`src/rtl/core_pkg.sv`:
```
// Shared decode definitions for the RV32I(+M) pipeline: ALU codes, opcodes,
// memory-size encoding and the registered decode bundle.
package core_pkg;

    localparam logic [4:0] ALU_AND     = 5'd0;
    localparam logic [4:0] ALU_OR      = 5'd1;
    localparam logic [4:0] ALU_ADD     = 5'd2;
    localparam logic [4:0] ALU_XOR     = 5'd3;
    localparam logic [4:0] ALU_SLL     = 5'd4;
    localparam logic [4:0] ALU_SRL     = 5'd5;
    localparam logic [4:0] ALU_SUB     = 5'd6;
    localparam logic [4:0] ALU_LT      = 5'd7;
    localparam logic [4:0] ALU_GE      = 5'd8;
    localparam logic [4:0] ALU_SRA     = 5'd9;
    localparam logic [4:0] ALU_CHOOSEB = 5'd10;
    localparam logic [4:0] ALU_LTU     = 5'd11;
    localparam logic [4:0] ALU_GEU     = 5'd12;
    localparam logic [4:0] ALU_EQ      = 5'd13;
    localparam logic [4:0] ALU_NE      = 5'd14;
    localparam logic [4:0] ALU_MUL     = 5'd16;
    localparam logic [4:0] ALU_MULH    = 5'd17;
    localparam logic [4:0] ALU_MULHSU  = 5'd18;
    localparam logic [4:0] ALU_MULHU   = 5'd19;
    localparam logic [4:0] ALU_DIV     = 5'd20;
    localparam logic [4:0] ALU_DIVU    = 5'd21;
    localparam logic [4:0] ALU_REM     = 5'd22;
    localparam logic [4:0] ALU_REMU    = 5'd23;
    localparam logic [4:0] ALU_ZERO    = 5'd31;

    localparam logic [6:0] OPC_OP     = 7'b0110011;
    localparam logic [6:0] OPC_OP_IMM = 7'b0010011;
    localparam logic [6:0] OPC_LOAD   = 7'b0000011;
    localparam logic [6:0] OPC_STORE  = 7'b0100011;
    localparam logic [6:0] OPC_BRANCH = 7'b1100011;
    localparam logic [6:0] OPC_JAL    = 7'b1101111;
    localparam logic [6:0] OPC_JALR   = 7'b1100111;
    localparam logic [6:0] OPC_LUI    = 7'b0110111;
    localparam logic [6:0] OPC_AUIPC  = 7'b0010111;

    localparam logic [6:0] F7_BASE   = 7'b0000000;
    localparam logic [6:0] F7_ALT    = 7'b0100000;
    localparam logic [6:0] F7_MULDIV = 7'b0000001;

    localparam logic [1:0] MEM_BYTE = 2'd0;
    localparam logic [1:0] MEM_HALF = 2'd1;
    localparam logic [1:0] MEM_WORD = 2'd2;

    typedef struct packed {
        logic [31:0] pc;
        logic [31:0] imm;
        logic [4:0]  alu_ctl;
        logic        alu_src;
        logic        alu_a_pc;
        logic        branch_c;
        logic        branch_uc;
        logic        branch_relative;
        logic        mem_read;
        logic        mem_write;
        logic [1:0]  mem_size;
        logic        mem_unsigned;
        logic        reg_write;
        logic [4:0]  read_reg1;
        logic [4:0]  read_reg2;
        logic [4:0]  write_reg;
        logic        illegal;
    } dec_bundle_t;

    // Quiescent bundle: everything zero except the ALU parked on ZERO
    function automatic dec_bundle_t idle_bundle();
        dec_bundle_t b;
        b         = '0;
        b.alu_ctl = ALU_ZERO;
        return b;
    endfunction

    // Register-register / register-immediate ALU op selected by funct3 alone
    function automatic logic [4:0] alu_from_funct3(input logic [2:0] f3);
        logic [4:0] a;
        case (f3)
            3'd0:    a = ALU_ADD;
            3'd1:    a = ALU_SLL;
            3'd2:    a = ALU_LT;
            3'd3:    a = ALU_LTU;
            3'd4:    a = ALU_XOR;
            3'd5:    a = ALU_SRL;
            3'd6:    a = ALU_OR;
            3'd7:    a = ALU_AND;
            default: a = ALU_ZERO;
        endcase
        return a;
    endfunction

endpackage

```
`src/rtl/decode_comb.sv`:
```
// Purely combinational RV32I(+M) decoder: raw instruction to decode bundle.
// The pc field is left zero; the stage fills it in.
module decode_comb
    import core_pkg::*;
#(
    parameter bit ENABLE_M = 1'b0
) (
    input  logic [31:0] instr,
    output dec_bundle_t dec
);

    logic [6:0]  opcode_s;
    logic [2:0]  funct3_s;
    logic [6:0]  funct7_s;
    logic [31:0] imm_i_s;
    logic [31:0] imm_s_s;
    logic [31:0] imm_b_s;
    logic [31:0] imm_u_s;
    logic [31:0] imm_j_s;
    logic [31:0] imm_sh_s;
    logic        illegal_s;
    dec_bundle_t dec_s;

    assign opcode_s = instr[6:0];
    assign funct3_s = instr[14:12];
    assign funct7_s = instr[31:25];
    assign imm_i_s  = {{20{instr[31]}}, instr[31:20]};
    assign imm_s_s  = {{20{instr[31]}}, instr[31:25], instr[11:7]};
    assign imm_b_s  = {{19{instr[31]}}, instr[31], instr[7], instr[30:25], instr[11:8], 1'b0};
    assign imm_u_s  = {instr[31:12], 12'h000};
    assign imm_j_s  = {{11{instr[31]}}, instr[31], instr[19:12], instr[20], instr[30:21], 1'b0};
    assign imm_sh_s = {27'd0, instr[24:20]};

    // Opcode/funct decode with illegal-encoding detection
    always_comb begin
        dec_s           = idle_bundle();
        illegal_s       = 1'b0;
        dec_s.read_reg1 = instr[19:15];
        dec_s.read_reg2 = instr[24:20];
        dec_s.write_reg = instr[11:7];
        case (opcode_s)
            OPC_OP: begin
                dec_s.reg_write = 1'b1;
                case (funct7_s)
                    F7_BASE: dec_s.alu_ctl = alu_from_funct3(funct3_s);
                    F7_ALT: begin
                        if (funct3_s == 3'd0) begin
                            dec_s.alu_ctl = ALU_SUB;
                        end else if (funct3_s == 3'd5) begin
                            dec_s.alu_ctl = ALU_SRA;
                        end else begin
                            illegal_s = 1'b1;
                        end
                    end
                    F7_MULDIV: begin
                        if (ENABLE_M) begin
                            dec_s.alu_ctl = ALU_MUL | {2'b00, funct3_s};
                        end else begin
                            illegal_s = 1'b1;
                        end
                    end
                    default: illegal_s = 1'b1;
                endcase
            end
            OPC_OP_IMM: begin
                dec_s.reg_write = 1'b1;
                dec_s.alu_src   = 1'b1;
                dec_s.imm       = imm_i_s;
                case (funct3_s)
                    3'd1: begin
                        dec_s.imm = imm_sh_s;
                        if (funct7_s == F7_BASE) begin
                            dec_s.alu_ctl = ALU_SLL;
                        end else begin
                            illegal_s = 1'b1;
                        end
                    end
                    3'd5: begin
                        dec_s.imm = imm_sh_s;
                        if (funct7_s == F7_BASE) begin
                            dec_s.alu_ctl = ALU_SRL;
                        end else if (funct7_s == F7_ALT) begin
                            dec_s.alu_ctl = ALU_SRA;
                        end else begin
                            illegal_s = 1'b1;
                        end
                    end
                    default: dec_s.alu_ctl = alu_from_funct3(funct3_s);
                endcase
            end
            OPC_LOAD: begin
                dec_s.reg_write    = 1'b1;
                dec_s.mem_read     = 1'b1;
                dec_s.alu_src      = 1'b1;
                dec_s.alu_ctl      = ALU_ADD;
                dec_s.imm          = imm_i_s;
                dec_s.mem_size     = funct3_s[1:0];
                dec_s.mem_unsigned = funct3_s[2];
                case (funct3_s)
                    3'd0, 3'd1, 3'd2, 3'd4, 3'd5: illegal_s = 1'b0;
                    default:                      illegal_s = 1'b1;
                endcase
            end
            OPC_STORE: begin
                dec_s.mem_write = 1'b1;
                dec_s.alu_src   = 1'b1;
                dec_s.alu_ctl   = ALU_ADD;
                dec_s.imm       = imm_s_s;
                dec_s.mem_size  = funct3_s[1:0];
                case (funct3_s)
                    3'd0, 3'd1, 3'd2: illegal_s = 1'b0;
                    default:          illegal_s = 1'b1;
                endcase
            end
            OPC_BRANCH: begin
                dec_s.branch_c        = 1'b1;
                dec_s.branch_relative = 1'b1;
                dec_s.imm             = imm_b_s;
                case (funct3_s)
                    3'd0:    dec_s.alu_ctl = ALU_EQ;
                    3'd1:    dec_s.alu_ctl = ALU_NE;
                    3'd4:    dec_s.alu_ctl = ALU_LT;
                    3'd5:    dec_s.alu_ctl = ALU_GE;
                    3'd6:    dec_s.alu_ctl = ALU_LTU;
                    3'd7:    dec_s.alu_ctl = ALU_GEU;
                    default: illegal_s     = 1'b1;
                endcase
            end
            OPC_JAL: begin
                dec_s.reg_write       = 1'b1;
                dec_s.branch_uc       = 1'b1;
                dec_s.branch_relative = 1'b1;
                dec_s.alu_a_pc        = 1'b1;
                dec_s.alu_ctl         = ALU_ADD;
                dec_s.imm             = imm_j_s;
            end
            OPC_JALR: begin
                dec_s.reg_write = 1'b1;
                dec_s.branch_uc = 1'b1;
                dec_s.alu_a_pc  = 1'b1;
                dec_s.alu_ctl   = ALU_ADD;
                dec_s.imm       = imm_i_s;
                if (funct3_s != 3'd0) begin
                    illegal_s = 1'b1;
                end else begin
                    illegal_s = 1'b0;
                end
            end
            OPC_LUI: begin
                dec_s.reg_write = 1'b1;
                dec_s.alu_src   = 1'b1;
                dec_s.alu_ctl   = ALU_CHOOSEB;
                dec_s.imm       = imm_u_s;
            end
            OPC_AUIPC: begin
                dec_s.reg_write = 1'b1;
                dec_s.alu_src   = 1'b1;
                dec_s.alu_a_pc  = 1'b1;
                dec_s.alu_ctl   = ALU_ADD;
                dec_s.imm       = imm_u_s;
            end
            default: illegal_s = 1'b1;
        endcase

        dec_s.reg_write = dec_s.reg_write & (instr[11:7] != 5'd0);

        // An illegal instruction carries no side effects, only its register fields
        if (illegal_s) begin
            dec_s           = idle_bundle();
            dec_s.read_reg1 = instr[19:15];
            dec_s.read_reg2 = instr[24:20];
            dec_s.write_reg = instr[11:7];
            dec_s.illegal   = 1'b1;
        end else begin
            dec_s.illegal = 1'b0;
        end
    end

    assign dec = dec_s;

endmodule

```
`src/rtl/decode_stage.sv`:
```
// Registered decode stage between fetch and execute: output register plus a
// one-entry skid so fetch is never throttled combinationally by execute.
module decode_stage
    import core_pkg::*;
#(
    parameter int XLEN      = 32,
    parameter bit ENABLE_M  = 1'b0,
    parameter int ALU_CTL_W = 5
) (
    input  logic                 clk,
    input  logic                 rst_n,
    input  logic                 flush,
    input  logic                 in_valid,
    output logic                 in_ready,
    input  logic [31:0]          in_instr,
    input  logic [XLEN-1:0]      in_pc,
    output logic                 out_valid,
    input  logic                 out_ready,
    output logic [XLEN-1:0]      out_pc,
    output logic [XLEN-1:0]      imm,
    output logic [ALU_CTL_W-1:0] alu_ctl,
    output logic                 alu_src,
    output logic                 alu_a_pc,
    output logic                 branch_c,
    output logic                 branch_uc,
    output logic                 branch_relative,
    output logic                 mem_read,
    output logic                 mem_write,
    output logic [1:0]           mem_size,
    output logic                 mem_unsigned,
    output logic                 reg_write,
    output logic [4:0]           read_reg1,
    output logic [4:0]           read_reg2,
    output logic [4:0]           write_reg,
    output logic                 illegal
);

    dec_bundle_t dec_s;
    dec_bundle_t in_bundle_s;
    dec_bundle_t out_r;
    dec_bundle_t out_n_s;
    dec_bundle_t skid_r;
    dec_bundle_t skid_n_s;
    logic        out_valid_r;
    logic        out_valid_n_s;
    logic        skid_valid_r;
    logic        skid_valid_n_s;
    logic        in_ready_r;
    logic        accept_s;
    logic        drain_s;

    decode_comb #(.ENABLE_M(ENABLE_M)) u_decode_comb (
        .instr (in_instr),
        .dec   (dec_s)
    );

    // Attach the fetch PC to the freshly decoded fields
    always_comb begin
        in_bundle_s    = dec_s;
        in_bundle_s.pc = in_pc;
    end

    assign accept_s = in_valid & in_ready_r;
    assign drain_s  = out_valid_r & out_ready;

    // Output/skid steering; the skid always refills the output before new input
    always_comb begin
        out_n_s        = out_r;
        out_valid_n_s  = out_valid_r;
        skid_n_s       = skid_r;
        skid_valid_n_s = skid_valid_r;
        if (flush) begin
            out_valid_n_s  = 1'b0;
            skid_valid_n_s = 1'b0;
        end else if (!out_valid_r || drain_s) begin
            if (skid_valid_r) begin
                out_n_s        = skid_r;
                out_valid_n_s  = 1'b1;
                skid_valid_n_s = 1'b0;
            end else if (accept_s) begin
                out_n_s       = in_bundle_s;
                out_valid_n_s = 1'b1;
            end else begin
                out_valid_n_s = 1'b0;
            end
        end else if (accept_s) begin
            skid_n_s       = in_bundle_s;
            skid_valid_n_s = 1'b1;
        end else begin
            skid_valid_n_s = skid_valid_r;
        end
    end

    // Pipeline state; in_ready is registered as the complement of next skid occupancy
    always_ff @(posedge clk or negedge rst_n) begin
        if (!rst_n) begin
            out_r        <= idle_bundle();
            skid_r       <= idle_bundle();
            out_valid_r  <= 1'b0;
            skid_valid_r <= 1'b0;
            in_ready_r   <= 1'b0;
        end else begin
            out_r        <= out_n_s;
            skid_r       <= skid_n_s;
            out_valid_r  <= out_valid_n_s;
            skid_valid_r <= skid_valid_n_s;
            in_ready_r   <= ~skid_valid_n_s;
        end
    end

    assign in_ready        = in_ready_r;
    assign out_valid       = out_valid_r;
    assign out_pc          = out_r.pc;
    assign imm             = out_r.imm;
    assign alu_ctl         = ALU_CTL_W'(out_r.alu_ctl);
    assign alu_src         = out_r.alu_src;
    assign alu_a_pc        = out_r.alu_a_pc;
    assign branch_c        = out_r.branch_c;
    assign branch_uc       = out_r.branch_uc;
    assign branch_relative = out_r.branch_relative;
    assign mem_read        = out_r.mem_read;
    assign mem_write       = out_r.mem_write;
    assign mem_size        = out_r.mem_size;
    assign mem_unsigned    = out_r.mem_unsigned;
    assign reg_write       = out_r.reg_write;
    assign read_reg1       = out_r.read_reg1;
    assign read_reg2       = out_r.read_reg2;
    assign write_reg       = out_r.write_reg;
    assign illegal         = out_r.illegal;

endmodule
```
`config.mk`:
```
export PLATFORM = sky130hd
export DESIGN_NAME = decode_stage
export DESIGN_NICKNAME = d
export VERILOG_FILES = /design/src/rtl/core_pkg.sv /design/src/rtl/decode_comb.sv /design/src/rtl/decode_stage.sv
export SDC_FILE = /design/constraint.sdc
export NUM_CORES = 1
export LEC_CHECK = 0
export BUFFER_PORTS_ARGS = -buffer_cell sky130_fd_sc_hd__buf_2
export CAP_MARGIN = 10
export CORE_MARGIN = 2
export CORE_UTILIZATION = 57
export CTS_CLUSTER_SIZE = 16
export DETAILED_ROUTE_END_ITERATION = 10
export PLACE_DENSITY_LB_ADDON = 0.15
export SYNTH_ARGS = -nofsm -noshare
export SYNTH_HDL_FRONTEND = slang
export SYNTH_SLANG_ARGS = --single-unit
```
`constraint.sdc`:
```
create_clock -name clk -period 3.1 [get_ports clk]
set_input_delay 0.31 -clock clk [delete_from_list [all_inputs] [get_ports clk]]
set_output_delay 0.31 -clock clk [all_outputs]
set_load 0.01 [all_outputs]
```
**After elaboration in Yosys (flattened, before gate mapping)**

Memory sizes are Yosys's and may differ from the RTL's.
Cells that the tools add are included.
W data, S select, Z words.

- Output and inout bits: 98
- Bits in registers: 195
- Bits of input ports: 69
- Word-level logic and storage cells: 129
- Bits in read-only memories: 64
- Latch bits: 0
- RAM bits: 0
- Memories: 2

- Equal/unequal tests: 16
- Multiply operators: 0
- Reductions and logical operators: 24
- Add/subtract/negate cells: 0
- Mux-type cells: 44
- $lt $le $gt $ge: 0
- Bitwise gates (word level): 6
- Divide/modulo/power cells: 0
- Shifts and indexed selects: 0

Memories:

| memory | depth | width | read ports | clocked after memory_dff | write ports | RTL line | text |
|---|---|---|---|---|---|---|---|
| (name not given) | 8 | 4 | 1 | 0 | 0 | core_pkg.sv:79 | `case (f3)` |
| (name not given) | 8 | 4 | 1 | 0 | 0 | core_pkg.sv:79 |  |

Operators with widths:

| cell | count |
|---|---|
| $mux W96 | 2 |
| $pmux W32 S6 | 1 |
| $mux W63 | 1 |
| $mux W32 | 1 |
| $pmux W5 S6 | 1 |
| $eq A7 B6 Y1 const B | 4 |
| $mux W1 | 26 |
| $mux W5 | 5 |
| $pmux W5 S5 | 1 |
| $eq A7 B7 Y1 const B | 3 |
| $pmux W5 S2 | 2 |
| $reduce_or A5 Y1 | 3 |
| $eq A7 B5 Y1 const B | 2 |
| $eq A3 B3 Y1 const B | 4 |
| $reduce_or A2 Y1 | 6 |
| $reduce_or A3 Y1 | 3 |
| $eq A7 B2 Y1 const B | 1 |
| $logic_not A7 Y1 | 1 |
| $pmux W1 S7 | 1 |
| $reduce_or A7 Y1 | 1 |
| $reduce_and A3 Y1 | 2 |
| $reduce_or A6 Y1 | 1 |
| $reduce_bool A5 Y1 | 1 |
| $pmux W1 S2 | 2 |
| 10 further kinds | 15 |

**Longest topological paths before layout**

Gate-level depths: netlist of run 1.

- Depth after elaboration: 8
- Mapped depth: 12
- Gate-level depth less buffers: 8

**Cells and area by module**

From an unflattened synthesis of run 1, not the netlist that was laid out.

- Cell total of the unflattened synthesis: 780
- Area, all modules: 10077.2 um2

By module, submodules not included:

| module | sequential area each (um2) | instances | cells an instance | area an instance (um2) |
|---|---|---|---|---|
| decode_stage | 4892.2 | 1 | 524 | 8461.9 |
| decode_comb | 0.0 | 1 | 256 | 1615.3 |

**Least setup slack after synthesis of run 1**

Ideal clock, no wire load.

- Path kind: input-to-reg
- Start point: input port in_instr[13]
- End point: register out_r (netlist bit alu_a_pc)
- Buffers on the path: 3
- Arrival time: 2.593 ns
- Required time: 3.023 ns
- Stages on the path: 11
- Setup slack: 0.430 ns
- Cells stage by stage: clkbuf_1 > inv_1 > ha_1 > clkbuf_1 > mux2i_1 > a2111oi_4 > a211oi_1 > or3_1 > buf_2 > or4_1 > a21oi_1

- Cells in the longest elaborated chain, start to end: 8

Ends and longest elaborated chain:

| what | RTL line | text |
|---|---|---|
| start: declaration | decode_stage.sv:15 | `input logic [31:0] in_instr,` |
| $eq A3 B3 Y1 | n/a |  |
| $mux W1 | decode_comb.sv:49 | `end else if (funct3_s == 3'd5) begin` |
| $mux W1 | decode_comb.sv:47 | `if (funct3_s == 3'd0) begin` |
| $pmux W1 S2 | decode_comb.sv:44 | `case (funct7_s)` |
| $pmux W1 S7 * | decode_comb.sv:41 | `case (opcode_s)` |
| $mux W63 * | decode_comb.sv:168 | `if (illegal_s) begin` |
| $mux W96 * | decode_stage.sv:80 | `end else if (accept_s) begin` |
| $mux W96 * | decode_stage.sv:76 | `if (skid_valid_r) begin` |
| end signal: assignment | decode_stage.sv:97 | `out_r <= idle_bundle();` |
| end signal: assignment | decode_stage.sv:103 | `out_r <= out_n_s;` |
| end: declaration | decode_stage.sv:40 | `dec_bundle_t out_r;` |

Mark *: on every way between the ends. The rest lies on a longest branch, timed or not. The select of a mux whose other input is x is not followed.
A chain may end at the register's enable or synchronous reset.

**Final worst setup path of run 1**

- Start point: input port in_instr[13]
- End point: register skid_r[42] in the netlist's numbering

- Cells in the longest elaborated chain, start to end: 6

Ends and longest elaborated chain:

| what | RTL line | text |
|---|---|---|
| $eq A3 B3 Y1 | n/a |  |
| $mux W1 | decode_comb.sv:49 |  |
| $mux W1 | decode_comb.sv:47 |  |
| $pmux W1 S2 | decode_comb.sv:44 |  |
| $pmux W1 S7 | decode_comb.sv:41 |  |
| $mux W63 * | decode_comb.sv:168 |  |
| end signal: assignment | decode_stage.sv:98 | `skid_r <= idle_bundle();` |
| end signal: assignment | decode_stage.sv:104 | `skid_r <= skid_n_s;` |
| end: declaration | decode_stage.sv:42 | `dec_bundle_t skid_r;` |

Mark *: on every way between the ends. The rest lies on a longest branch, timed or not.

==> results of run 1 <==
==> cells in the final DEF (no fill, tap or decap), types with 17 or more instances in the layout <==
| master | instances |
|---|---|
| clkbuf_16 | 17 |
| o21ai_0 | 134 |
| nor2_1 | 25 |
| mux2i_1 | 49 |
| and3_1 | 35 |
| nand2_1 | 264 |
| a21oi_1 | 76 |
| dfrtp_1 | 184 |
| buf_4 | 24 |
| buf_2 | 165 |
==> kinds of logic (layout without fill, tap and decap cells) <==
kind of cell,after synthesis,after routing
adder cells (fa/ha/maj),5,5
flip-flops,195,195
AND/OR/NAND/NOR,373,373
buffers and inverters,78,234
AO/OA/AOI/OAI,265,265
multiplexers,51,51
==> layout make-up <==
cell class / instances / share of cell area [%]
clock inverters: 15 / 1.59
inverters: 9 / 0.321
multi-input cells: 694 / 35.2
repair buffers: 193 / 10.2
well taps: 188 / 2.23
clock buffers: 17 / 4.04
flip-flops and latches: 195 / 46.5
==> layer usage <==
metal / vias up / global-route usage [%] / part of all wire [%]
li1: 3606 / - / -
met2: 244 / 45.3 / 48
met5: - / 0 / 0
met1: 3673 / 39.6 / 44
met4: 0 / 7.61 / 1.3
met3: 19 / 5.82 / 6.2
==> report_power, final <==
part	internal, W	total [W]	leakage, nW	switching, W
registers	0.00287	0.00303	2.52	0.000166
logic	0.000319	0.000830	2.37	0.000511
clock network	0.00115	0.00220	0.282	0.00106
==> through the flow <==
step	total power [W]	utilization (%)
detailed placement	0.00391	65.3
global route	0.00635	69.3
finish	0.00607	69.3
floorplan	0.00350	-
CTS	0.00610	69.3
global placement	0.00387	65.3
==> what timing repair did <==
item | 4_1_cts | 5_1_grt
hold buffers | 1 | 0
resized for setup | 0 | 0
endpoints found under the hold margin | 82 | 0
==> critical path, delay by kind of cell <==
family / cells / cell delay [ps]
buffers and inverters: 3 / 540
muxes: 1 / 150
AOI/OAI and AO/OA: 3 / 690
and+or+nand+nor: 2 / 610
adders and majority gates: 1 / 300
==> worst max-delay path by stage <==
stage	slack (ps)	end	depth (start not counted)	startpoint
2_1_floorplan	430	alu_a_pc	11	in_instr[13]
3_3_place_gp	500	skid_r[42]	10	in_instr[13]
3_5_place_dp	420	skid_r[42]	10	in_instr[13]
4_1_cts	870	skid_r[42]	10	in_instr[13]
5_1_grt	640	skid_r[42]	10	in_instr[13]
6_report	820	skid_r[42]	10	in_instr[13]
==> reports/results.txt, run 1 <==
Max Cap Viol - 0
Sequential cell area - 4900 um^2
RD Place Congestion - 0.908
Slew HR - 46.2%
Hold Path Sink - skid_r[66]
Final setup violating endpoints - 0
Clock skew - 10.7 ps
Cell area after synthesis - 8870 um^2
Ant diodes - 0
Tightest Hold Check Type - in2reg
Outcome - finished, final reports clean
Starting density of the core - 58.4%
Area of the core - 15200 um^2
Synth unique cells - 51
Min Clock Period, post-route - 2280 ps
Unrepaired setup endpoints after global routing - false
Top_reg_cell synth - dfrtp_1
CTS tree - done
PD cells - 576 nW/um^2
Register bit total from synthesis - 195
Final max-slew violation count - 0
Post-place setup slack - 418 ps
Total grt overflow - 0
Post-route ant nets - 0
DR vias - 7542
Mux cell area share after synthesis - 5.78%
Die Span Y - 129 um
DR vias/cell - 5.75
Worst reg-to-reg path cell count - 7
Postcts setup bufs - 0
Compound-Gate Fraction of Synth Area - 16.9%
Io pins - 167
Wire length per cell - 17.3 um
Sequential area share after synthesis - 55.1%
Biggest register - skid_r
LEAKAGE - 5.17 nW
Fin nets - 1184
Synth cell count leaders - 265 x nand2_1, 185 x dfrtp_1, 134 x o21ai_0, 76 x a21oi_1, 64 x clkbuf_1
Ys Warns - 0
Flop2flop setup slack - 960 ps
Most common cell in the netlist - nand2_1
Avg Cell Area, Syn - 9.18 um^2
Layout area overhead - 18.7%
First-pass GRT wire length - 36.8 mm
Die area - 16600 um^2
Num CTS Buffers - 17
Kind of critical path - in2reg
Vias in the first global route - 7147
Area of the multi-input gates - 3710 um^2
Synth top area share - 52.2%
Fillers - 1275
Synth Area in Simple Gates - 18.2%
Hold Path Origin - in_pc[2]
Main combinational cell family by area after synthesis - simple AND/OR/NAND/NOR gates
Design Area, Final - 10500 um^2
Worst-Skew Late Latency - 440 ps
Adder-Cell Fraction of Synth Area - 0.705%
Post-Syn Nets - 1041
CP max FO - 13
Dpl hpwl - 15.3 mm
Antenna violations before repair - 0
H-Tree Depth - 4
XOR/XNOR Fraction of Synth Area - 0%
Root buffer cell - clkbuf_16
CP max stage cell - nor3_2
# rows - 45
Finished Layout Cells - 1311
RR Startpoint - skid_valid_r
CP peak stage delay - 460 ps
Worst-case clock buffer depth - 2
Async SR Flop Fraction - 100%
Max VDD drop - 0.423 mV
WHS Path Cells - 3
Iter 0 DRT Violations - 630
Number of flops mapped to enable cells by yosys - 0
Worst Setup Start Kind - primary input
DP Cell Count - 1278
Slew at the pin closest to its max-slew limit - 807 ps
Final worst path period share - 73.7%
Largest cells by area after synthesis - dfrtp_1 52%, nand2_1 11%, o21ai_0 7.6%
Port bufs - 166
Worst hold slack - 75.3 ps
CP arrival - 2610 ps
Final Worst Setup Slack - 817 ps
Layout cells sized above 1 - 21.8%
Final Hold Vio Count - 0
Maximum clock frequency - 438 MHz
Pre-Repair DR Iteration Count - 6
Placed inst area - 9930 um^2
Die X-Extent - 129 um
Worst EP required - 3430 ps
Sink Count - 195
Reg-to-Reg End - imm[26]
Critical path capture point type - flop
CP Cell Sequence - buf_2 > inv_1 > ha_1 > mux2i_1 > a2111oi_4 > a211oi_1 > nor3_2 > buf_4 > nand2b_1 > o31ai_1
Gr usage total - 28.2%
Largest net degree at the start of global routing - 93
Mapped Cells - 967
Clock transition at path regs - 80 ps
Total Wirelength - 22.7 mm
Area leader, netlist - dfrtp_1
Setup TNS - 0 ps
Remaining routing DRC violations - 0
Max reg flops - 96
Note: power is estimated with default switching activity, not from simulation.
==> inputs of run 2 (changes only) <==
Settings changed: CORE_UTILIZATION 57 to 50.
Clock period 3.1 ns to 1.9 ns, I/O delays scaled along.
==> reports/results.txt, run 2 (synthesis results as in run 1) <==
Flop2flop setup slack - 90 ps (was 960 ps)
WL met2 - 11.6 mm (was 10.9 mm)
Fin nets - 1283 (was 1184)
Worst-Skew Late Latency - 430 ps (was 440 ps)
Area of the core - 17300 um^2 (was 15200 um^2)
Outcome - finished, final reports clean (unchanged)
Largest net degree at the start of global routing - 103 (was 93)
# rows - 48 (was 45)
Worst Setup SP - in_instr[25] (was in_instr[13])
Sink Count - 195 (unchanged)
Clk network pwr share - 34.3% (was 36.3%)
Internal power - 0.00706 W (was 0.00433 W)
Sequential cell area - 4900 um^2 (unchanged)
Ant diodes - 0 (unchanged)
Post-route ant nets - 0 (unchanged)
Finished Layout Cells - 1447 (was 1311)
Iter 0 DRT Violations - 539 (was 630)
Max Cap Viol - 0 (unchanged)
Seq pwr share - 49.9% (was 50.0%)
Dpl hpwl - 17.1 mm (was 15.3 mm)
P_sw - 0.00285 W (was 0.00173 W)
PD cells - 854 nW/um^2 (was 576 nW/um^2)
Die Span Y - 137 um (was 129 um)
Placed inst area - 10600 um^2 (was 9930 um^2)
Layout area overhead - 30.8% (was 18.7%)
Metal3 WL - 1.63 mm (was 1.41 mm)
Pre-Repair DR Iteration Count - 5 (was 6)
DR vias/cell - 5.42 (was 5.75)
Final setup violating endpoints - 0 (unchanged)
Root buffer cell - clkbuf_16 (unchanged)
Total grt overflow - 0 (unchanged)
Combinational Power Share - 15.8% (was 13.7%)
Starting density of the core - 51.3% (was 58.4%)
Unrepaired setup endpoints after global routing - true (was false)
Critical path capture point type - flop (unchanged)
Commonest non-fill, non-tap cell in the layout - nand2_1 (unchanged)
Antenna violations before repair - 0 (unchanged)
Net Sw Frac - 28.7% (was 28.5%)
Hold Path Origin - in_instr[10] (was in_pc[2])
Io pins - 167 (unchanged)
Slew at the pin closest to its max-slew limit - 591 ps (was 807 ps)
Fillers - 1441 (was 1275)
RR Startpoint - skid_valid_r (unchanged)
Vias in the first global route - 7629 (was 7147)
Top layer in use - met4 (unchanged)
Commonest non-fill, non-tap cells in the layout - 264 x nand2_1, 184 x dfrtp_1, 165 x buf_2 (unchanged)
Die X-Extent - 137 um (was 129 um)
Min Clock Period, post-route - 1880 ps
Kind of critical path - in2reg (unchanged)
Num CTS Buffers - 17 (unchanged)
Slew HR - 60.6% (was 46.2%)
Final Hold Vio Count - 0 (unchanged)
CTS tree - done (unchanged)
M1 WL - 11.1 mm (was 10.1 mm)
Wire length per cell - 17.2 um (was 17.3 um)
RD Place Congestion - 0.886 (was 0.908)
Total Wirelength - 24.9 mm (was 22.7 mm)
Gr usage total - 27.3% (was 28.2%)
Final max-slew violation count - 0 (unchanged)
Final Worst Setup Slack - 24.3 ps (was 817 ps)
Design Area, Final - 11600 um^2 (was 10500 um^2)
DR vias - 7848 (was 7542)
DP Cell Count - 1374 (was 1278)
Biggest register - skid_r (unchanged)
Port bufs - 166 (unchanged)
Clock transition at path regs - 70 ps (was 80 ps)
CP max FO - 3 (was 13)
Max VDD drop - 0.774 mV (was 0.423 mV)
Post-place setup slack - -644 ps (was 418 ps)
H-Tree Depth - 4 (unchanged)
Max reg flops - 96 (unchanged)
Worst EP required - 2250 ps (was 3430 ps)
First-pass GRT wire length - 39.8 mm (was 36.8 mm)
CP arrival - 2220 ps (was 2610 ps)
Die area - 18800 um^2 (was 16600 um^2)
LEAKAGE - 5.67 nW (was 5.17 nW)
Remaining routing DRC violations - 0 (unchanged)
Maximum clock frequency - 533 MHz
Final worst path period share - 98.7%
Final Util - 67.1% (was 69.3%)
Area of the multi-input gates - 3800 um^2 (was 3710 um^2)
Layout cells sized above 1 - 26.4% (was 21.8%)
Worst Setup Start Kind - primary input (unchanged)
Worst-case clock buffer depth - 2 (unchanged)
Clock skew - 11.1 ps (was 10.7 ps)
Tightest Hold Check Type - in2reg (unchanged)
run 2: power by group through the flow:
stage,Clock [W],Sequential [W],Combinational (W)
finish,0.00340,0.00495,0.00156
CTS,0.00345,0.00495,0.00156
global route,0.00362,0.00500,0.00176
detailed placement,0,0.00502,0.00150
global placement,0,0.00501,0.00145
floorplan,0,0.00509,0.000629
run 2: routing by layer:
| metal | vias to the layer above | GRT usage (%) |
|---|---|---|
| li1 | 3808 | - |
| met1 | 3769 | 36.7 |
| met2 | 230 | 43.4 |
| met3 | 41 | 6.66 |
| met4 | 0 | 9.62 |
| met5 | - | 0 |
run 2: area by class of cell:
type	count	share of cell area [%]
clock inverter	14	1.09
inverter	9	0.291
tap	225	2.43
timing repair buffer	292	17.5
sequential	195	42.2
clock buffer	18	3.70
multi-input combinational	694	32.8
run 2: worst paths after layout:
kind                           endpoint  cells past startpoint
setup / recovery               alu_a_pc                      7
hold / removal                skid_r[4]                      3
setup reg to reg              branch_uc                      5
hold reg to reg              skid_r[51]                      2
max in group asynchronous  write_reg[3]                      3
min in group asynchronous       imm[13]                      2
run 2: critical path, stage by stage:
cell and delay, ps:
buf_2 110, or4_4 570, o31ai_4 270, a211oi_4 110
or3_4 400, or4_4 420, a21oi_2 140
run 2: metrics by stage:
stage          TNS (ps)  hold slack (ps)  power (W)
3_5_place_dp     -45540              187    0.00651
3_3_place_gp     -40600              185    0.00646
4_1_cts               0             8.11    0.00996
6_report              0             20.6    0.00991
5_1_grt           -54.2             23.1     0.0104
2_1_floorplan     -9750             -106    0.00571
run 2: repair_timing:
action	CTS	global route
setup buffers	2	0
hold endpoints to repair	75	0
cloned	0	0
hold buffers	39	0
resized for setup	3	17
setup endpoints to repair	70	45
pin swaps	3	4
==> inputs of run 3 (changes only) <==
Settings changed: CORE_MARGIN 2 to 5, CORE_UTILIZATION 50 to 56.
Clock period 1.9 ns to 2 ns, I/O delays scaled along.
==> reports/results.txt, run 3 (synthesis results as in run 1) <==
Outcome - finished, final reports clean (unchanged)
Most used cell, CP - buf_4 (was or4_4)
Min Clock Period, post-route - 1880 ps
Final worst path period share - 94.2%
Worst EP required - 2350 ps (was 2250 ps)
Postcts setup bufs - 0 (was 2)
Ant diodes - 0 (unchanged)
Pre-Repair DR Iteration Count - 7 (was 5)
Wire length per cell - 17.8 um (was 17.2 um)
Dpl hpwl - 16.9 mm (was 17.1 mm)
Num CTS Buffers - 17 (unchanged)
Max VDD drop - 0.648 mV (was 0.774 mV)
Kind of critical path - in2reg (unchanged)
Remaining routing DRC violations - 0 (unchanged)
Largest net degree at the start of global routing - 103 (unchanged)
Finished Layout Cells - 1423 (was 1447)
Critical path capture point type - flop (unchanged)
Gr usage total - 28.0% (was 27.3%)
Commonest non-fill, non-tap cells in the layout - 264 x nand2_1, 184 x dfrtp_1, 165 x buf_2 (unchanged)
Max reg flops - 96 (unchanged)
CP peak stage delay - 560 ps (was 570 ps)
Port bufs - 166 (unchanged)
Final Worst Setup Slack - 115 ps (was 24.3 ps)
H-Tree Depth - 4 (unchanged)
Worst Setup Start Kind - primary input (unchanged)
Total Wirelength - 25.3 mm (was 24.9 mm)
Worst-Skew Late Latency - 430 ps (about the same)
Unrepaired setup endpoints after global routing - false (was true)
CTS tree - done (unchanged)
Maximum clock frequency - 531 MHz
Final max-slew violation count - 0 (unchanged)
DP Cell Count - 1356 (was 1374)
DR vias/cell - 5.68 (was 5.42)
DR vias - 8076 (was 7848)
Iter 0 DRT Violations - 627 (was 539)
PD cells - 833 nW/um^2 (was 854 nW/um^2)
CP Cell Sequence - buf_2 > or4_4 > a2111oi_4 > a211oi_2 > nor3_2 > buf_4 > nand3_1 > buf_4 > o21ai_0 (was buf_2 > or4_4 > o31ai_4 > a211oi_4 > or3_4 > or4_4 > a21oi_2)
Tot Pwr - 0.00949 W (was 0.00991 W)
Post-place setup slack - -312 ps (was -644 ps)
Worst-case clock buffer depth - 2 (unchanged)
Final Util - 72.5% (was 67.1%)
Final setup violating endpoints - 0 (unchanged)
Vias in the first global route - 7776 (was 7629)
Io pins - 167 (unchanged)
Total grt overflow - 0 (unchanged)
RD Place Congestion - 0.952 (was 0.886)
CP max FO - 24 (was 3)
Tightest Hold Check Type - in2reg (unchanged)
Root buffer cell - clkbuf_16 (unchanged)
Commonest non-fill, non-tap cell in the layout - nand2_1 (unchanged)
Biggest register - skid_r (unchanged)
Slew HR - 61.5% (was 60.6%)
First-pass GRT wire length - 40.8 mm (was 39.8 mm)
Die Span Y - 136 um (was 137 um)
Max Cap Viol - 0 (unchanged)
CP max stage cell - or4_4 (unchanged)
CP arrival - 2230 ps (was 2220 ps)
Starting density of the core - 56.5% (was 51.3%)
Layout area overhead - 28.4% (was 30.8%)
Clock skew - 10.6 ps (was 11.1 ps)
Clock transition at path regs - 70 ps (about the same)
Die area - 18500 um^2 (was 18800 um^2)
Post-route ant nets - 0 (unchanged)
Crit path max-delay family - simple AND/OR/NAND/NOR gates (unchanged)
Final Hold Vio Count - 0 (unchanged)
Slew at the pin closest to its max-slew limit - 578 ps (was 591 ps)
Fin nets - 1268 (was 1283)
# rows - 46 (was 48)
Layout cells sized above 1 - 25.1% (was 26.4%)
Worst Path Buf+Inv - 3 (was 1)
Die X-Extent - 136 um (was 137 um)
Area of the core - 15700 um^2 (was 17300 um^2)
Sink Count - 195 (unchanged)
Antenna violations before repair - 0 (unchanged)
LEAKAGE - 5.59 nW (was 5.67 nW)
-- run 3: changes by cell type in the layout (fill, tap and decap cells not counted), moves of 3 or more --
cell	previous run	this run
buf_12	12	9
dlygate4sd3_1	39	35
o21ai_0	128	132
o21ai_1	8	4
buf_4	75	66
-- run 3: layout make-up --
cell class	instances	area (um^2)
repair buffers	277	1880
clock buffers	19	453
clock inverters	13	114
multi-input cells	694	3750
well taps	216	270
flip-flops and latches	195	4900
inverters	9	33.8
fillers	1202	4320
-- run 3: per-stage QoR --
stage	hold WS (ps)	TNS [ps]	instance area, um^2
floorplan	-95.6	-3360	8920
global placement	210	-17240	10500
detailed placement	216	-19460	10500
CTS	2.82	0	11400
global route	30.7	0	11400
finish	5.87	0	11400
-- run 3: final timing paths --
check | start | to | slack [ps] | depth (start not counted)
worst max-delay path | in_instr[28] | skid_r[50] | 120 | 9
worst min-delay path | in_instr[17] | skid_r[13] | 6 | 3
worst max register to register | skid_valid_r | mem_size[1] | 130 | 7
worst min register to register | out_pc[20] | out_pc[20] | 470 | 2
max in group asynchronous | rst_n | alu_ctl[4] | 980 | 3
min in group asynchronous | rst_n | skid_r[18] | 300 | 2
-- run 3: what timing repair did --
action,4_1_cts,5_1_grt
endpoints found under the setup margin,0,9
hold buffers,35,0
resized for setup,0,6
hold endpoints to repair,78,0
-- run 3: metal layers --
layer / routed length [um] / GRT usage [%] / vias up / part of all wire (%)
met5: 0 / 0 / - / 0
met4: 597 / 10.2 / 0 / 2.4
met3: 1780 / 6.07 / 41 / 7.0
met2: 12000 / 43.9 / 335 / 47
met1: 10900 / 38.8 / 3918 / 43
li1: - / - / 3782 / -
-- run 3: worst min-delay path, delay by kind of cell --
family / cells / cell delay, ps
and+or+nand+nor: 2 / 100
buffers and inverters: 1 / 110
-- run 3: report_power, final --
part / internal, W / total (W) / leakage (nW) / switching, W
clock: 0.00170 / 0.00330 / 0.273 / 0.00160
combinational: 0.000612 / 0.00147 / 2.80 / 0.000859
sequential: 0.00444 / 0.00471 / 2.52 / 0.000270
